===== src/rtl/regfile_pkg.sv =====
// Shared types and constants for the register-file write-back queue.
package regfile_pkg;

  localparam int unsigned XLEN      = 64;
  localparam int unsigned ADDR_W    = 5;
  localparam int unsigned WBQ_DEPTH = 4;

  localparam logic [ADDR_W-1:0] REG_ZERO = 5'd0;

  typedef struct packed {
    logic              valid;
    logic [ADDR_W-1:0] rd;
    logic [XLEN-1:0]   data;
  } wbq_entry_t;

endpackage


===== src/rtl/regfile_writeback_queue_if.sv =====
// Retire-side handshake, register-file write port and bypass lookup bundle.
interface regfile_writeback_queue_if
  import regfile_pkg::*;
#(
  parameter int unsigned Depth = WBQ_DEPTH
) ();

  localparam int unsigned CntW = $clog2(Depth + 1);

  logic              in_valid;
  logic              in_ready;
  logic [ADDR_W-1:0] in_rd;
  logic [XLEN-1:0]   in_data;

  logic              wr_stall;
  logic              RegWrite;
  logic [ADDR_W-1:0] rd;
  logic [XLEN-1:0]   WriteData;

  logic [ADDR_W-1:0] lk_rs1;
  logic              lk_hit1;
  logic [XLEN-1:0]   lk_data1;
  logic [ADDR_W-1:0] lk_rs2;
  logic              lk_hit2;
  logic [XLEN-1:0]   lk_data2;

  logic [CntW-1:0]   count;

  modport master (
    output in_valid, in_rd, in_data, wr_stall, lk_rs1, lk_rs2,
    input  in_ready, RegWrite, rd, WriteData, lk_hit1, lk_data1, lk_hit2, lk_data2, count
  );

  modport slave (
    input  in_valid, in_rd, in_data, wr_stall, lk_rs1, lk_rs2,
    output in_ready, RegWrite, rd, WriteData, lk_hit1, lk_data1, lk_hit2, lk_data2, count
  );

endinterface


===== src/rtl/wbq_match.sv =====
// Youngest-first match of one register index against the queued entries.
module wbq_match
  import regfile_pkg::*;
#(
  parameter int unsigned Depth = WBQ_DEPTH,
  localparam int unsigned PtrW = $clog2(Depth)
) (
  input  wbq_entry_t        entries_i [Depth],
  input  logic [PtrW-1:0]   head_i,
  input  logic [ADDR_W-1:0] rs_i,
  output logic              hit_o,
  output logic [XLEN-1:0]   data_o
);

  logic [PtrW-1:0] idx;

  // Valid entries are contiguous from the head, so walking from the head and letting
  // later matches overwrite earlier ones leaves the youngest match.
  always_comb begin
    hit_o  = 1'b0;
    data_o = '0;
    idx    = head_i;
    for (int k = 0; k < int'(Depth); k++) begin
      idx = head_i + PtrW'(k);
      if ((rs_i != REG_ZERO) && entries_i[idx].valid && (entries_i[idx].rd == rs_i)) begin
        hit_o  = 1'b1;
        data_o = entries_i[idx].data;
      end
    end
  end

endmodule


===== src/rtl/regfile_writeback_queue.sv =====
// Write-back FIFO in front of the register file write port, with two bypass lookup ports.
module regfile_writeback_queue
  import regfile_pkg::*;
#(
  parameter int unsigned Depth = WBQ_DEPTH
) (
  input  logic                       clk,
  input  logic                       reset,
  regfile_writeback_queue_if.slave   bus
);

  localparam int unsigned PtrW = $clog2(Depth);
  localparam int unsigned CntW = $clog2(Depth + 1);
  localparam logic [CntW-1:0] DepthCnt = CntW'(Depth);

  wbq_entry_t      entries_q [Depth];
  wbq_entry_t      entries_d [Depth];
  logic [PtrW-1:0] head_q, head_d;
  logic [PtrW-1:0] tail_q, tail_d;
  logic [CntW-1:0] count_q, count_d;

  logic accept;
  logic push;
  logic pop;

  always_comb begin
    // Ready is gated by reset so nothing is accepted while reset is held.
    bus.in_ready  = reset && (count_q < DepthCnt);
    accept        = bus.in_valid && bus.in_ready;
    // Writes to x0 complete the handshake but are never stored.
    push          = accept && (bus.in_rd != REG_ZERO);
    pop           = (count_q != '0) && !bus.wr_stall;

    bus.RegWrite  = pop;
    bus.rd        = (count_q != '0) ? entries_q[head_q].rd : '0;
    bus.WriteData = (count_q != '0) ? entries_q[head_q].data : '0;
    bus.count     = count_q;
  end

  always_comb begin
    entries_d = entries_q;
    head_d    = head_q;
    tail_d    = tail_q;
    count_d   = count_q;
    if (pop) begin
      entries_d[head_q].valid = 1'b0;
      head_d                  = head_q + PtrW'(1);
    end
    if (push) begin
      entries_d[tail_q] = '{valid: 1'b1, rd: bus.in_rd, data: bus.in_data};
      tail_d            = tail_q + PtrW'(1);
    end
    case ({push, pop})
      2'b10:   count_d = count_q + CntW'(1);
      2'b01:   count_d = count_q - CntW'(1);
      default: count_d = count_q;
    endcase
  end

  always_ff @(posedge clk or negedge reset) begin
    if (!reset) begin
      head_q  <= '0;
      tail_q  <= '0;
      count_q <= '0;
      for (int k = 0; k < int'(Depth); k++) begin
        entries_q[k] <= '0;
      end
    end else begin
      head_q    <= head_d;
      tail_q    <= tail_d;
      count_q   <= count_d;
      entries_q <= entries_d;
    end
  end

  wbq_match #(
    .Depth (Depth)
  ) u_match1 (
    .entries_i (entries_q),
    .head_i    (head_q),
    .rs_i      (bus.lk_rs1),
    .hit_o     (bus.lk_hit1),
    .data_o    (bus.lk_data1)
  );

  wbq_match #(
    .Depth (Depth)
  ) u_match2 (
    .entries_i (entries_q),
    .head_i    (head_q),
    .rs_i      (bus.lk_rs2),
    .hit_o     (bus.lk_hit2),
    .data_o    (bus.lk_data2)
  );

endmodule

===== src/flat_wrapper.sv =====
// flat-port wrapper written by rule: the top's interface ports become plain ports
module regfile_writeback_queue_flat import regfile_pkg::*;
#(
  parameter int unsigned Depth = WBQ_DEPTH
)
  (clk, reset, bus_in_valid, bus_in_rd, bus_in_data, bus_wr_stall, bus_lk_rs1, bus_lk_rs2, bus_in_ready, bus_RegWrite, bus_rd, bus_WriteData, bus_lk_hit1, bus_lk_data1, bus_lk_hit2, bus_lk_data2, bus_count);
  regfile_writeback_queue_if #(.Depth(Depth)) bus_i ();
  input  logic clk;
  input  logic reset;
  input wire logic [$bits(bus_i.in_valid)-1:0] bus_in_valid;
  input wire logic [$bits(bus_i.in_rd)-1:0] bus_in_rd;
  input wire logic [$bits(bus_i.in_data)-1:0] bus_in_data;
  input wire logic [$bits(bus_i.wr_stall)-1:0] bus_wr_stall;
  input wire logic [$bits(bus_i.lk_rs1)-1:0] bus_lk_rs1;
  input wire logic [$bits(bus_i.lk_rs2)-1:0] bus_lk_rs2;
  output wire logic [$bits(bus_i.in_ready)-1:0] bus_in_ready;
  output wire logic [$bits(bus_i.RegWrite)-1:0] bus_RegWrite;
  output wire logic [$bits(bus_i.rd)-1:0] bus_rd;
  output wire logic [$bits(bus_i.WriteData)-1:0] bus_WriteData;
  output wire logic [$bits(bus_i.lk_hit1)-1:0] bus_lk_hit1;
  output wire logic [$bits(bus_i.lk_data1)-1:0] bus_lk_data1;
  output wire logic [$bits(bus_i.lk_hit2)-1:0] bus_lk_hit2;
  output wire logic [$bits(bus_i.lk_data2)-1:0] bus_lk_data2;
  output wire logic [$bits(bus_i.count)-1:0] bus_count;
  assign bus_i.in_valid = bus_in_valid;
  assign bus_i.in_rd = bus_in_rd;
  assign bus_i.in_data = bus_in_data;
  assign bus_i.wr_stall = bus_wr_stall;
  assign bus_i.lk_rs1 = bus_lk_rs1;
  assign bus_i.lk_rs2 = bus_lk_rs2;
  assign bus_in_ready = bus_i.in_ready;
  assign bus_RegWrite = bus_i.RegWrite;
  assign bus_rd = bus_i.rd;
  assign bus_WriteData = bus_i.WriteData;
  assign bus_lk_hit1 = bus_i.lk_hit1;
  assign bus_lk_data1 = bus_i.lk_data1;
  assign bus_lk_hit2 = bus_i.lk_hit2;
  assign bus_lk_data2 = bus_i.lk_data2;
  assign bus_count = bus_i.count;
  regfile_writeback_queue #(.Depth(Depth)) u_core (.clk(clk), .reset(reset), .bus(bus_i));
endmodule

===== config.mk =====
export PLATFORM = sky130hd
export DESIGN_NAME = regfile_writeback_queue_flat
export DESIGN_NICKNAME = d
export VERILOG_FILES = /design/src/rtl/regfile_pkg.sv /design/src/rtl/regfile_writeback_queue_if.sv /design/src/rtl/wbq_match.sv /design/src/rtl/regfile_writeback_queue.sv /design/src/flat_wrapper.sv
export SDC_FILE = /design/constraint.sdc
export NUM_CORES = 1
export LEC_CHECK = 0
export CAP_MARGIN = 20
export CORE_ASPECT_RATIO = 0.5
export CORE_UTILIZATION = 35
export CTS_BUF_LIST = sky130_fd_sc_hd__clkbuf_8
export CTS_CLUSTER_DIAMETER = 50
export CTS_CLUSTER_SIZE = 20
export DETAILED_ROUTE_END_ITERATION = 10
export PLACE_DENSITY_LB_ADDON = 0.25
export SLEW_MARGIN = 20
export SYNTH_ARGS = -nofsm -noshare
export SYNTH_HDL_FRONTEND = slang
export SYNTH_SLANG_ARGS = --single-unit

===== constraint.sdc =====
create_clock -name clk -period 6 [get_ports clk]
set_clock_uncertainty 0.05 [all_clocks]
set_input_delay 1.2 -clock clk [delete_from_list [all_inputs] [get_ports clk]]
set_output_delay 1.2 -clock clk [all_outputs]
set_load 0.05 [all_outputs]

Yosys cells after proc, flatten, opt, wreduce, memory -nomap -nowiden
Index checks and enable logic that the tools add are counted.
Storage, ports and cells
  logic and storage cells: 111
  output and inout port bits: 204
  flip-flop bits (word level): 287
Cells by class
  eq/ne operators: 10
  add/subtract/negate cells: 6
  bitwise logic cells: 5
  order comparisons: 8
  muxes and demuxes: 39
  reduce and logical (&&, ||, !) cells: 28
Operators with widths (count)
  $mux W70: 10
  $mux W64: 9
  $bmux W70 S2: 4
  $bwmux W280: 2
  $mux W280: 2
  $demux W70 S2: 2
  $eq A5 B5 Y1: 8
  $logic_and A1 B1 Y1: 22
  $ge A3 B3 Y1 const B: 5
  $not A2 Y3: 5
  $reduce_bool A5 Y1: 3
  $mux W1: 8
  $lt A3 B1 Y1 const B: 2
  $pmux W3 S2: 1
  $mux W5: 1
  $add A2 B1 Y2 const B: 2
  $add A2 B2 Y2 const B: 2
  $add A3 B1 Y3 const B: 1
  $lt A3 B3 Y1 const B: 1
  $reduce_bool A3 Y1: 1
  $sub A3 B1 Y3 const B: 1
  $eq A2 B1 Y1 const B: 1
  $eq A2 B2 Y1 const B: 1
  $reduce_bool A2 Y1: 1
  $logic_not A1 Y1: 1

Longest topological paths before layout
  depth after elaboration: 10
  gate-level depth with buffers: 17
  gate-level depth less buffers: 10

By module
From an unflattened synthesis, not the netlist that was laid out.
Second synthesis, totals
  cells, all modules: 3406
  area, all modules: 34250.3 µm²
By module, submodules not included
  wbq_match: sequential area each 0.0 µm², cells each 1301, times used 2, area each 10552.6 µm²
  regfile_writeback_queue: sequential area each 7181.9 µm², cells each 804, times used 1, area each 13145.1 µm²

Worst setup path after synthesis
OpenSTA, ideal clock, no wires.
  path kind: register to output
  start: register u_core.head_q[0]
  end: output bus_lk_data2[24]
  stages on the path, launching flop included: 17
  data arrival time: 5.394 ns
  setup slack: -0.644 ns
  cell sequence: dfrtp_1 > buf_6 > buf_4 > buf_2 > buf_1 > clkbuf_1 > inv_1 > ha_1 > buf_2 > buf_2 > mux4_4 > xor2_1 > nor4_4 > a211oi_1 > buf_2 > a221oi_1 > o31ai_1
Between the ends
  elaborated cells between the ends (all ways): 35
  those cells by class: add/sub (3); eq/ne (4); mux (16); bitwise (4); reduce/logical (8)
RTL lines
  from (decl): line regfile_writeback_queue.sv:18  | logic [PtrW-1:0] head_q, head_d;
  from (signal assigned): line regfile_writeback_queue.sv:62  | head_q <= '0;
  from (signal assigned): line regfile_writeback_queue.sv:69  | head_q <= head_d;
  $add A2 B2 Y2 *
  via u_core.u_match1.idx[0]: line wbq_match.sv:15  | logic [PtrW-1:0] idx;
  $not A2 Y3 (implied by the code) *: line wbq_match.sv:25, wbq_match.sv:27
  $bmux W70 S2 *: line wbq_match.sv:25, wbq_match.sv:27
  $mux W70 (implied by the code) * (2 in series): line wbq_match.sv:25  | if ((rs_i != REG_ZERO) && entries_i[idx].valid && (entries_i[idx].rd == rs_i)) begin
  $eq A5 B5 Y1 or $logic_and A1 B1 Y1 (tied branches): line wbq_match.sv:25
  $logic_and A1 B1 Y1: line wbq_match.sv:25
  $mux W64 *: line wbq_match.sv:25
  to (decl): line flat_wrapper.sv:23  | output wire logic [$bits(bus_i.lk_data2)-1:0] bus_lk_data2;
Mark *: on every way through the listed nets, which the timed path passes. The rest lies on a longest branch. The select of a mux whose other input is x is not followed.

Final worst setup path
  start: register u_core.head_q[0]
  end: output bus_lk_data2[24]
Between the ends
  cells in the longest elaborated chain, start to end: 10
  elaborated cells between the ends (all ways): 35
  those cells by class: add/sub (3); eq/ne (4); mux (16); bitwise (4); reduce/logical (8)
RTL lines
  $add A2 B1 Y2 or $not A2 Y3 (tied branches): line wbq_match.sv:24, wbq_match.sv:25, wbq_match.sv:27
  $not A2 Y3 (implied by the code) or $bmux W70 S2 (tied branches): line wbq_match.sv:25, wbq_match.sv:27
  $bmux W70 S2 or $mux W70 (tied branches): line wbq_match.sv:25, wbq_match.sv:27
  $mux W70 (on tied branches): line wbq_match.sv:27, wbq_match.sv:25
  $mux W70 (implied by the code) (tied with other cells): line wbq_match.sv:27  | data_o = entries_i[idx].data;
  $eq A5 B5 Y1 or $logic_and A1 B1 Y1 (tied branches): line wbq_match.sv:25
  $logic_and A1 B1 Y1 or $mux W64 (tied branches): line wbq_match.sv:25
  $mux W64 (2 in series): line wbq_match.sv:25
  $mux W64 *: line wbq_match.sv:25
Every way passes the cells marked *; elsewhere a longest branch is shown, timed or not. The select of a mux whose other input is x is not followed.

==> implementation parameters <==
Parameter                              Value

Worst setup path
  Critical path capture point type ... output pin
  Cell seen most often among critical-path stages ... sky130_fd_sc_hd__buf_12
  Startpoint class of the critical path ... flop
  Worst-path cell chain ... buf_12 > mux4_4 > xnor2_1 > nand4_1 > nor2_4 > buf_4 > a221oi_1 > o31ai_2 > buf_12
  Kind of cell with the highest combined delay on the critical path ... buffers and inverters
  CP max-delay cell ... sky130_fd_sc_hd__buf_4
  Maximum fanout along the worst path ... 99
  Slowest stage delay, CP ... 780 ps
  Required time worst endpoint ... 4750 ps
  Worst path buffer plus inverter count ... 3
  Startpoint-to-endpoint class of the critical path ... reg2out
  Arrival time of data at the critical path endpoint ... 4510 ps

STA
  Final worst-path cycle share ... 0.959
  Final-report setup violation count ... 0
  Unrepaired setup endpoints after global routing ... no
  Worst Max-Slew Pin Slew ... 1080 ps
  Max_slew headroom ... 0.283
  Max Slew Vio Count ... 0
  Final Hold Viols ... 0
  Maximum operating frequency ... 0.174 GHz
  Worst hold slack ... 496 ps
  Crit path time final ... 5760 ps
  Final setup margin ... 245 ps

Layout
  Number of filler instances in the final layout ... 5781
  Core Util, Final ... 0.430
  Share of post-route cells with drive strength above 1 ... 0.483
  Area growth from synthesis to layout ... 20.8%
  Final nets ... 2012
  Fin area ... 27200 um2

Run status
  Run status ... complete, no violations

Clock network
  H-tree depth reported by CTS ... 2
  Worst-skew pair later-pin latency ... 580 ps
  Clock tree sinks ... 287
  Maximum clock path buffer count ... 3
  Number of buffers created by CTS ... 34
  Library cell used as clock root buffer ... sky130_fd_sc_hd__clkbuf_8
  Buffers inserted by post-CTS timing repair ... 0
  Clock transition at the registers of the reported paths ... 90 ps
  TritonCTS clock tree ... yes

Logic synthesis
  Seq/Total Area, Yosys ... 0.318
  Synth top area share ... 0.318
  Cell accounting for the most synthesized area ... sky130_fd_sc_hd__dfrtp_1
  Fraction of registers with async set or reset after synthesis ... 1.00
  Cell types with the largest area share after synthesis ... sky130_fd_sc_hd__dfrtp_1 32%, sky130_fd_sc_hd__mux4_2 28%, sky130_fd_sc_hd__mux2_2 14%
  Syn_nets ... 1835
  Post-synthesis register bit count ... 287
  Synthesized instance count ... 1742
  Warnings, synthesis ... 0
  Most common flop cell mapped by yosys ... sky130_fd_sc_hd__dfrtp_1
  Unique cell type count in the Yosys netlist ... 46
  Mapped Area ... 22600 um2
  Count of flip-flops with a built-in enable after synthesis ... 0
  Mean cell area of the mapped netlist ... 13.0 um2

Floorplan
  Starting Density ... 0.356
  IO Count ... 287
  Total die area ... 65500 um2
  Floorplan die height ... 182 um
  Site row count ... 65
  Area of the core region ... 63400 um2
  Die outline width ... 361 um

Placed design
  Count of port buffers added during placement ... 286
  Detailed placer's ending HPWL ... 44800 um
  Area post-placement ... 26500 um2
  Placer's final routability congestion estimate ... 0.813
  Minimum setup slack after placement ... 509 ps

Drt
  Met3 wirelength from detailed routing ... 3140 um
  Routed length on met2 ... 36800 um
  Wirelength per Cell ... 26.0 um
  Total length of routed wires ... 72400 um
  Detailed-route DRC error count ... 0
  Number of optimization iterations in the first detailed-route pass ... 5
  Wire length on met1 ... 30000 um
  Total vias in the final route ... 17.2k
  Via density per instance ... 6.17
  Top layer reached by signal wires ... met4
  DR iter-0 viols ... 1440
  Antenna-violating nets left ... 0

Global route
  Pin count of the biggest net entering global routing ... 147
  Wire length of the first global-routing pass ... 111000 um
  Number of global-route vias before repair ... 17.6k
  Remaining global-route overflow ... 0
  Number of antenna violations at the first check in global routing ... 3
  Overall routing resource usage ... 0.219

Hold path
  Class of the worst hold path ... reg2reg

Run
  Max-capacitance violation count ... 0
[synth_stat cells, types with 2 or more instances]
master and count:
sky130_fd_sc_hd__o22ai_2 47, sky130_fd_sc_hd__nand2_1 65, sky130_fd_sc_hd__or3_1 2, sky130_fd_sc_hd__ha_1 9, sky130_fd_sc_hd__mux2i_1 112, sky130_fd_sc_hd__clkbuf_4 2, sky130_fd_sc_hd__nor2_1 10, sky130_fd_sc_hd__buf_6 13
sky130_fd_sc_hd__buf_2 32, sky130_fd_sc_hd__buf_1 44, sky130_fd_sc_hd__nand4_1 6, sky130_fd_sc_hd__nor3_1 116, sky130_fd_sc_hd__clkbuf_1 92, sky130_fd_sc_hd__o221ai_2 13, sky130_fd_sc_hd__inv_1 8, sky130_fd_sc_hd__a221oi_1 16
sky130_fd_sc_hd__nand3_1 6, sky130_fd_sc_hd__mux4_2 278, sky130_fd_sc_hd__o21ai_0 4, sky130_fd_sc_hd__or4_1 2, sky130_fd_sc_hd__nor2b_1 70, sky130_fd_sc_hd__o22ai_1 50, sky130_fd_sc_hd__mux2_2 276, sky130_fd_sc_hd__mux4_4 2
sky130_fd_sc_hd__buf_4 3, sky130_fd_sc_hd__or2_2 3, sky130_fd_sc_hd__xnor2_1 33, sky130_fd_sc_hd__dfrtp_1 287, sky130_fd_sc_hd__o31ai_1 16, sky130_fd_sc_hd__xor2_1 12, sky130_fd_sc_hd__a21oi_1 98
[flip-flops by register name (all words and copies together), names as in the netlist]
signal            flops
u_core.head_q         2
u_core.bus.count      3
u_core.tail_q         2
u_core.entries_q    280
[cell usage in the layout (no fill, tap or decap), drive strengths merged, types with 3 or more instances in the layout]
| cell type | n |
|---|---|
| clkbuf | 39 |
| nand2 | 65 |
| clkinv | 6 |
| or2 | 3 |
| dfrtp | 287 |
| xnor2 | 33 |
| o31ai | 16 |
| nor2b | 70 |
| clkinvlp | 7 |
| buf | 173 |
| nand4 | 6 |
| diode | 3 |
| mux4 | 280 |
| inv | 17 |
| o22ai | 97 |
| xor2 | 12 |
| mux2 | 276 |
| a221oi | 16 |
| o21ai | 4 |
| o221ai | 14 |
| nor2 | 11 |
| a21oi | 98 |
| nand3 | 6 |
| ha | 9 |
| mux2i | 112 |
| clkdlybuf4s50 | 155 |
| nor3 | 116 |
[cell families (layout without fill, tap and decap cells)]
logic type,after synthesis,count (layout),synth area share
AOI/OAI and AO/OA,252,252,0.0860
xor gates and xnor gates,45,45,0.0175
adders and majority gates,10,10,0.00588
buffers and inverters,195,397,0.0401
DFF,287,287,0.318
muxes,668,668,0.467
other,0,3,0
and+or+nand+nor,285,285,0.0650
[worst paths after layout]
check	startpoint	endpoint	slack [ps]	cells after the start
max in group asynchronous	reset	u_core.entries_q[87]	3240	3
min	u_core.bus.count[2]	u_core.bus.count[2]	500	1
min reg2reg	u_core.bus.count[2]	u_core.bus.count[2]	500	1
max reg2reg	u_core.bus.count[2]	u_core.entries_q[84]	3340	7
max	u_core.head_q[0]	bus_lk_data2[24]	240	9
min in group asynchronous	reset	u_core.entries_q[121]	520	1
[per-layer routing]
| layer | up-vias | GRT usage |
|---|---|---|
| li1 | 7304 | - |
| met1 | 9190 | 0.283 |
| met2 | 559 | 0.378 |
| met3 | 132 | 0.0285 |
| met4 | 0 | 0.0769 |
| met5 | - | 0 |
[stage by stage]
stage | setup TNS (ps) | cells
2_1_floorplan | -68.8 | 1742
3_3_place_gp | 0 | 2720
3_5_place_dp | 0 | 2720
4_1_cts | 0 | 2781
5_1_grt | 0 | 2784
6_report | 0 | 2784
[worst register-to-register path: cells and delay by family (launching register included)]
kind	cells	cell delay, ps
simple gates	3	870
buf+inv	2	750
mux	1	290
compound gates	1	130
flops	1	430
[what timing repair did]
item,4_1_cts,5_1_grt
resized for setup,0,1
hold buffers,0,0
setup endpoints to repair,0,6
[cell type report]
type	count	area, um2	share of cell area
Timing Repair Buffer	328	3220	0.118
Clock buffer	39	537	0.0197
Tap cell	837	1050	0.0384
Antenna cell	3	7.51	0.000276
Multi-Input combinational cell	1260	15100	0.553
Inverter	8	30.0	0.00110
Sequential cell	287	7190	0.264
Clock inverter	22	150	0.00551
Power is not shown: default switching activity piles up to over one toggle a cycle in this logic, so the estimate is an artifact.
==> RTL change 1 (same settings) <==
The package constant `REG_ZERO` goes from 5'd0 to 5'd1.
--- a/src/rtl/regfile_pkg.sv
+++ b/src/rtl/regfile_pkg.sv
@@ -5,7 +5,7 @@
   localparam int unsigned ADDR_W    = 5;
   localparam int unsigned WBQ_DEPTH = 4;
 
-  localparam logic [ADDR_W-1:0] REG_ZERO = 5'd0;
+  localparam logic [ADDR_W-1:0] REG_ZERO = 5'd1;
 
   typedef struct packed {
     logic              valid;
Function: not settled (the Yosys comparison gave no result); the edit may change what the design does.
==> RTL change 1 against the unedited design <==
Core utilization grew 1.7 points. Final area increased by 7.7%. Setup slack got worse by 110 ps. Via count rose by 6.8%. Register-to-register slack gained 250 ps. Routed wire length up 3.8%. Sequential cell count did not move. Non-clock buffer count up 20. Area after synthesis increased by 3.9%. Critical path type unchanged. Critical endpoint is now bus_lk_data2[2]. Largest cell class unchanged.
==> RTL change 1: results (changes against the unedited design) <==
* Run status: complete, no violations
- The number of global-route vias before repair was 18379 (+4.2%).
* Synth async-reset ratio: 1.000 (unchanged)
- Relative slew slack: 0.3510 (+0.06837)
- The peak fanout along the critical path was 37 (-63%).
* Netlist cell types: 51 (+11%)
- The slowest stage of the critical path belongs to the cell sky130_fd_sc_hd__mux4_2.
- Final-layout fill cell count: 5984 (+3.5%)
* Total CTS buffers: 31 (-8.8%)
- The overall global routing resource usage came to 0.2154 (-0.003259).
* First-pass GRT wire length: 114100 um (+2.8%)
* Post-synth top cells: sky130_fd_sc_hd__dfrtp_1 (287), sky130_fd_sc_hd__mux2_2 (279), sky130_fd_sc_hd__mux4_2 (277)
* Top area cells in the synthesized netlist: sky130_fd_sc_hd__dfrtp_1 (31%), sky130_fd_sc_hd__mux4_2 (27%), sky130_fd_sc_hd__mux2_2 (13%)
- The number of antenna violations at the first check in global routing is 9 (+6).
- Via count normalized by instance count: 6.148 (-0.40%)
- Pin count of the biggest net entering global routing: 145 (-1.4%)
- CTS H-tree lvls: 1 (-1)
- The clock latency at the later pin of the worst-skew pair is 690 ps (+110 ps).
* Placer Congestion: 0.8218 (+1.1%)
- CTS-repair resized insts: 3 (+3)
* Total Nets Final: 2161 (+7.4%)
- Delay of the slowest cell on the worst path: 650 ps (-130 ps)
- The total iterations of the first detailed-routing run came to 7 (+2).
* Worst hold-check path type: in -> async
- The proportion of synthesized chip area in sequential cells was 0.3062 (-0.01209).
- Post-Syn Nets: 1989 (+8.4%)
- Half-perimeter wire length after detailed placement: 47520 um (+6.1%)
- Total wire length after detailed routing: 75130 um (+3.8%)
- The iteration-0 DRC count of the detailed router is 1481 (+2.8%).
- The fraction of final layout cells with drive strength greater than 1 came to 0.4525 (-0.03056).
* Worst IR drop on VDD: 0.4636 mV
RTL change 1: cell types whose count changed in the layout (fill, tap and decap cells not counted), sizes merged, moves of 14 or more:
cell    unedited run  this run
o22ai             97         0
o221ai            14         0
nand2             65        89
a221oi            16        66
mux2i            112         5
a21oi             98       126
nor3             116         1
nor2              11       130
buf              173       193
o211ai             0        61
o31ai             16        63
and3               1        63
a21boi             0        60
RTL change 1: worst max-delay path: cells and delay by family (launching register included):
family | cells | cell delay [ps]
flip-flops | 1 | 510
buffers and inverters | 4 | 1170
AO/OA/AOI/OAI | 3 | 970
AND/OR/NAND/NOR | 1 | 240
adder cells (fa/ha/maj) | 1 | 410
multiplexers | 1 | 650
RTL change 1: routing by layer:
| layer | GRT usage | wire length [um] | share of wire | vias up |
|---|---|---|---|---|
| met4 | 0.07585 | 2540 | 0.034 | 0 |
| met2 | 0.3791 | 38370 | 0.51 | 696 |
| li1 | - | - | - | 7809 |
| met3 | 0.03117 | 4324 | 0.058 | 140 |
| met5 | 0 | 0 | 0 | - |
| met1 | 0.2711 | 29890 | 0.40 | 9701 |
RTL change 1: cell type report:
class,instances,share of cell area
Clock inverter,23,0.008954
Clock buffer,35,0.01642
Timing Repair Buffer,348,0.1671
Antenna cell,7,0.0005969
Sequential cell,287,0.2450
Multi-Input combinational cell,1390,0.5230
Inverter,10,0.001279
Tap cell,884,0.03769
RTL change 1: cells by family (layout without fill, tap and decap cells):
logic type      after synthesis  in the layout  synth area share
buf+inv                     220            416           0.04482
compound gates              392            392            0.1429
fa+ha+maj                    10             10          0.005656
mux                         561            561            0.4021
other cells                   0              7                 0
xor+xnor                     43             43           0.01734
flops                       287            287            0.3062
simple gates                383            384           0.08094
RTL change 1: power by group:
part	switching [mW]	total (mW)	internal, mW
logic	7.82	14.7	6.89
registers	1.10	3.98	2.88
clock network	0.843	1.58	0.738
total	9.77	20.3	10.5
RTL change 1: worst paths after layout:
kind | start | cells after the start | slack (ps) | to
max | u_core.head_q[0] | 10 | 140 | bus_lk_data2[2]
min | reset | 1 | 380 | u_core.entries_q[267]
max reg2reg | u_core.bus.count[2] | 7 | 3590 | u_core.entries_q[275]
min reg2reg | u_core.bus.count[0] | 1 | 490 | u_core.bus.count[0]
max in group asynchronous | reset | 3 | 3610 | u_core.entries_q[95]
min in group clk | u_core.bus.count[0] | 1 | 490 | u_core.bus.count[0]
RTL change 1: per-stage QoR:
stage	utilization	setup WS, ps	cell area (sq um)	cells
2_1_floorplan	-	40.48	23470	1896
3_3_place_gp	0.4341	600.1	28460	2909
3_5_place_dp	0.4341	531.8	28460	2909
4_1_cts	0.4455	82.29	29210	2967
5_1_grt	0.4476	1.151	29350	2984
6_report	0.4476	137.2	29350	2984
==> RTL change 2 (same flow settings) <==
Without the edit above. Reset style: synchronous (`reset`), changed in one clocked block.
--- a/src/rtl/regfile_writeback_queue.sv
+++ b/src/rtl/regfile_writeback_queue.sv
@@ -57,7 +57,7 @@
     endcase
   end
 
-  always_ff @(posedge clk or negedge reset) begin
+  always_ff @(posedge clk) begin
     if (!reset) begin
       head_q  <= '0;
       tail_q  <= '0;
Check against the original RTL: not settled (the Yosys comparison gave no result); the edit may change what the design does.
==> RTL change 2 against the unedited design <==
Synthesized cell count grew 45%. Maximum frequency grew 0.98%. Sequential share of layout area shrank 5.5 points. Sequential cell count unchanged. Core utilization increased by 1.5 points. Setup slack improved by 56 ps. Critical path depth stayed put. Global-route usage is 1.6 points higher. Die area shrank 1.3%. Area after synthesis shrank 1.3%. Routed wire length is 7.1% higher. Final area is 1.2% higher. Largest cell class unchanged.
==> RTL change 2: results (changes against the unedited design) <==
- The CTS H-tree depth came to 1 (-1).
* Global-route usage over all layers: 0.2350 (+0.01636)
- The fraction of final layout cells with drive strength greater than 1 is 0.2232 (-0.2598).
- Sequential cell area fraction in the yosys report: 0.2581 (-0.06020)
- The worst hold-check slack is 447.7 ps (-48.51 ps).
* Worst r2r dst: u_core.bus.count[2]
- Half-perimeter wire length after detailed placement: 49190 um (+9.8%)
* Grt met3 use: 0.02501 (-0.003531)
- Total cell area at the placement stage: 26850 sq um (+1.1%)
- Via Count: 20429 (+19%)
* Setup crit start: u_core.head_q[0]
- The flop-to-flop setup slack was 3330 ps (about the same).
- The run finished with clean final reports.
* Initial antenna violation count: 4 (+1)
- Routed length on met1: 32000 um (+6.8%)
- Min-Delay Path Depth: 2 (+1)
* Grt met1 use: 0.2941 (+0.01159)
- Violation count after the first detailed-route iteration: 1475 (+2.4%)
- Top area cells in the synthesized netlist: sky130_fd_sc_hd__dfxtp_1 (26%), sky130_fd_sc_hd__mux4_2 (15%), sky130_fd_sc_hd__nand2_1 (11%)
- Final-layout fill cell count: 5948 (+2.9%)
- The number of global-route vias before repair was 20249 (+15%).
* Total length of routed met3 wires: 3974 um (+26%)
- Pin count of the biggest net entering global routing: 133 (-9.5%)
- Share of synthesized cell area in full adder, half adder and majority cells: 0.005959 (+0.00007997)
- First-pass GRT wire length: 120300 um (+8.4%)
* Cell Count Post-Placement: 3426 (+26%)
- The clock latency at the later pin of the worst-skew pair is 680 ps (+100 ps).
- The met2 global-route usage came to 0.4156 (+0.03780).
* Share of the synthesized netlist area taken by xor and xnor gates: 0.01838 (+0.0009122)
- Mean Syn Cell Area: 8.784 sq um (-32%)
* Post-synth top cells: sky130_fd_sc_hd__nand2_1 (636), sky130_fd_sc_hd__dfxtp_1 (287), sky130_fd_sc_hd__a21boi_0 (282)
- The number of cells on the worst reg-to-reg path was 8 (+1).
- Final critical-path setup slack: 300.5 ps (+55.75 ps)
* Worst min-delay path endpoint: u_core.entries_q[12]
- Met2 WL post-DR: 39020 um (+6.0%)
* Compound-cell area share of the yosys netlist: 0.2455 (+0.1595)
- Placer Congestion: 0.8807 (+8.4%)
- Launching point of the worst reg2reg path: u_core.bus.count[2]
* Synth async-reset ratio: 0 (-1.000)
* Total Nets Final: 2727 (+36%)
* Worst endpoint data arrival time: 4450 ps (-60 ps)
* Multiplexer fraction of the synthesized cell area: 0.2500 (-0.2172)
* Setup slack after placement: 731.1 ps (+222.2 ps)
* Most common flop cell mapped by yosys: sky130_fd_sc_hd__dfxtp_1
- Highest fanout seen on the critical path: 132 (+33%)
[RTL change 2: worst max-delay path: stages (launching register included)]
cell	delay, ps
sky130_fd_sc_hd__dfxtp_4	370
sky130_fd_sc_hd__buf_12	640
sky130_fd_sc_hd__mux4_2	660
sky130_fd_sc_hd__xor2_1	180
sky130_fd_sc_hd__nor4_1	460
sky130_fd_sc_hd__a22o_4	270
sky130_fd_sc_hd__buf_12	360
sky130_fd_sc_hd__mux2i_1	140
sky130_fd_sc_hd__o221ai_1	440
sky130_fd_sc_hd__buf_12	200
[RTL change 2: cell type report]
class,instances,share of cell area
Timing Repair Buffer,331,0.1692
Tap cell,825,0.03744
Sequential cell,287,0.2086
Inverter,11,0.001588
Clock buffer,31,0.01547
Clock inverter,24,0.009802
Antenna cell,4,0.0003630
Multi-Input combinational cell,1973,0.5575
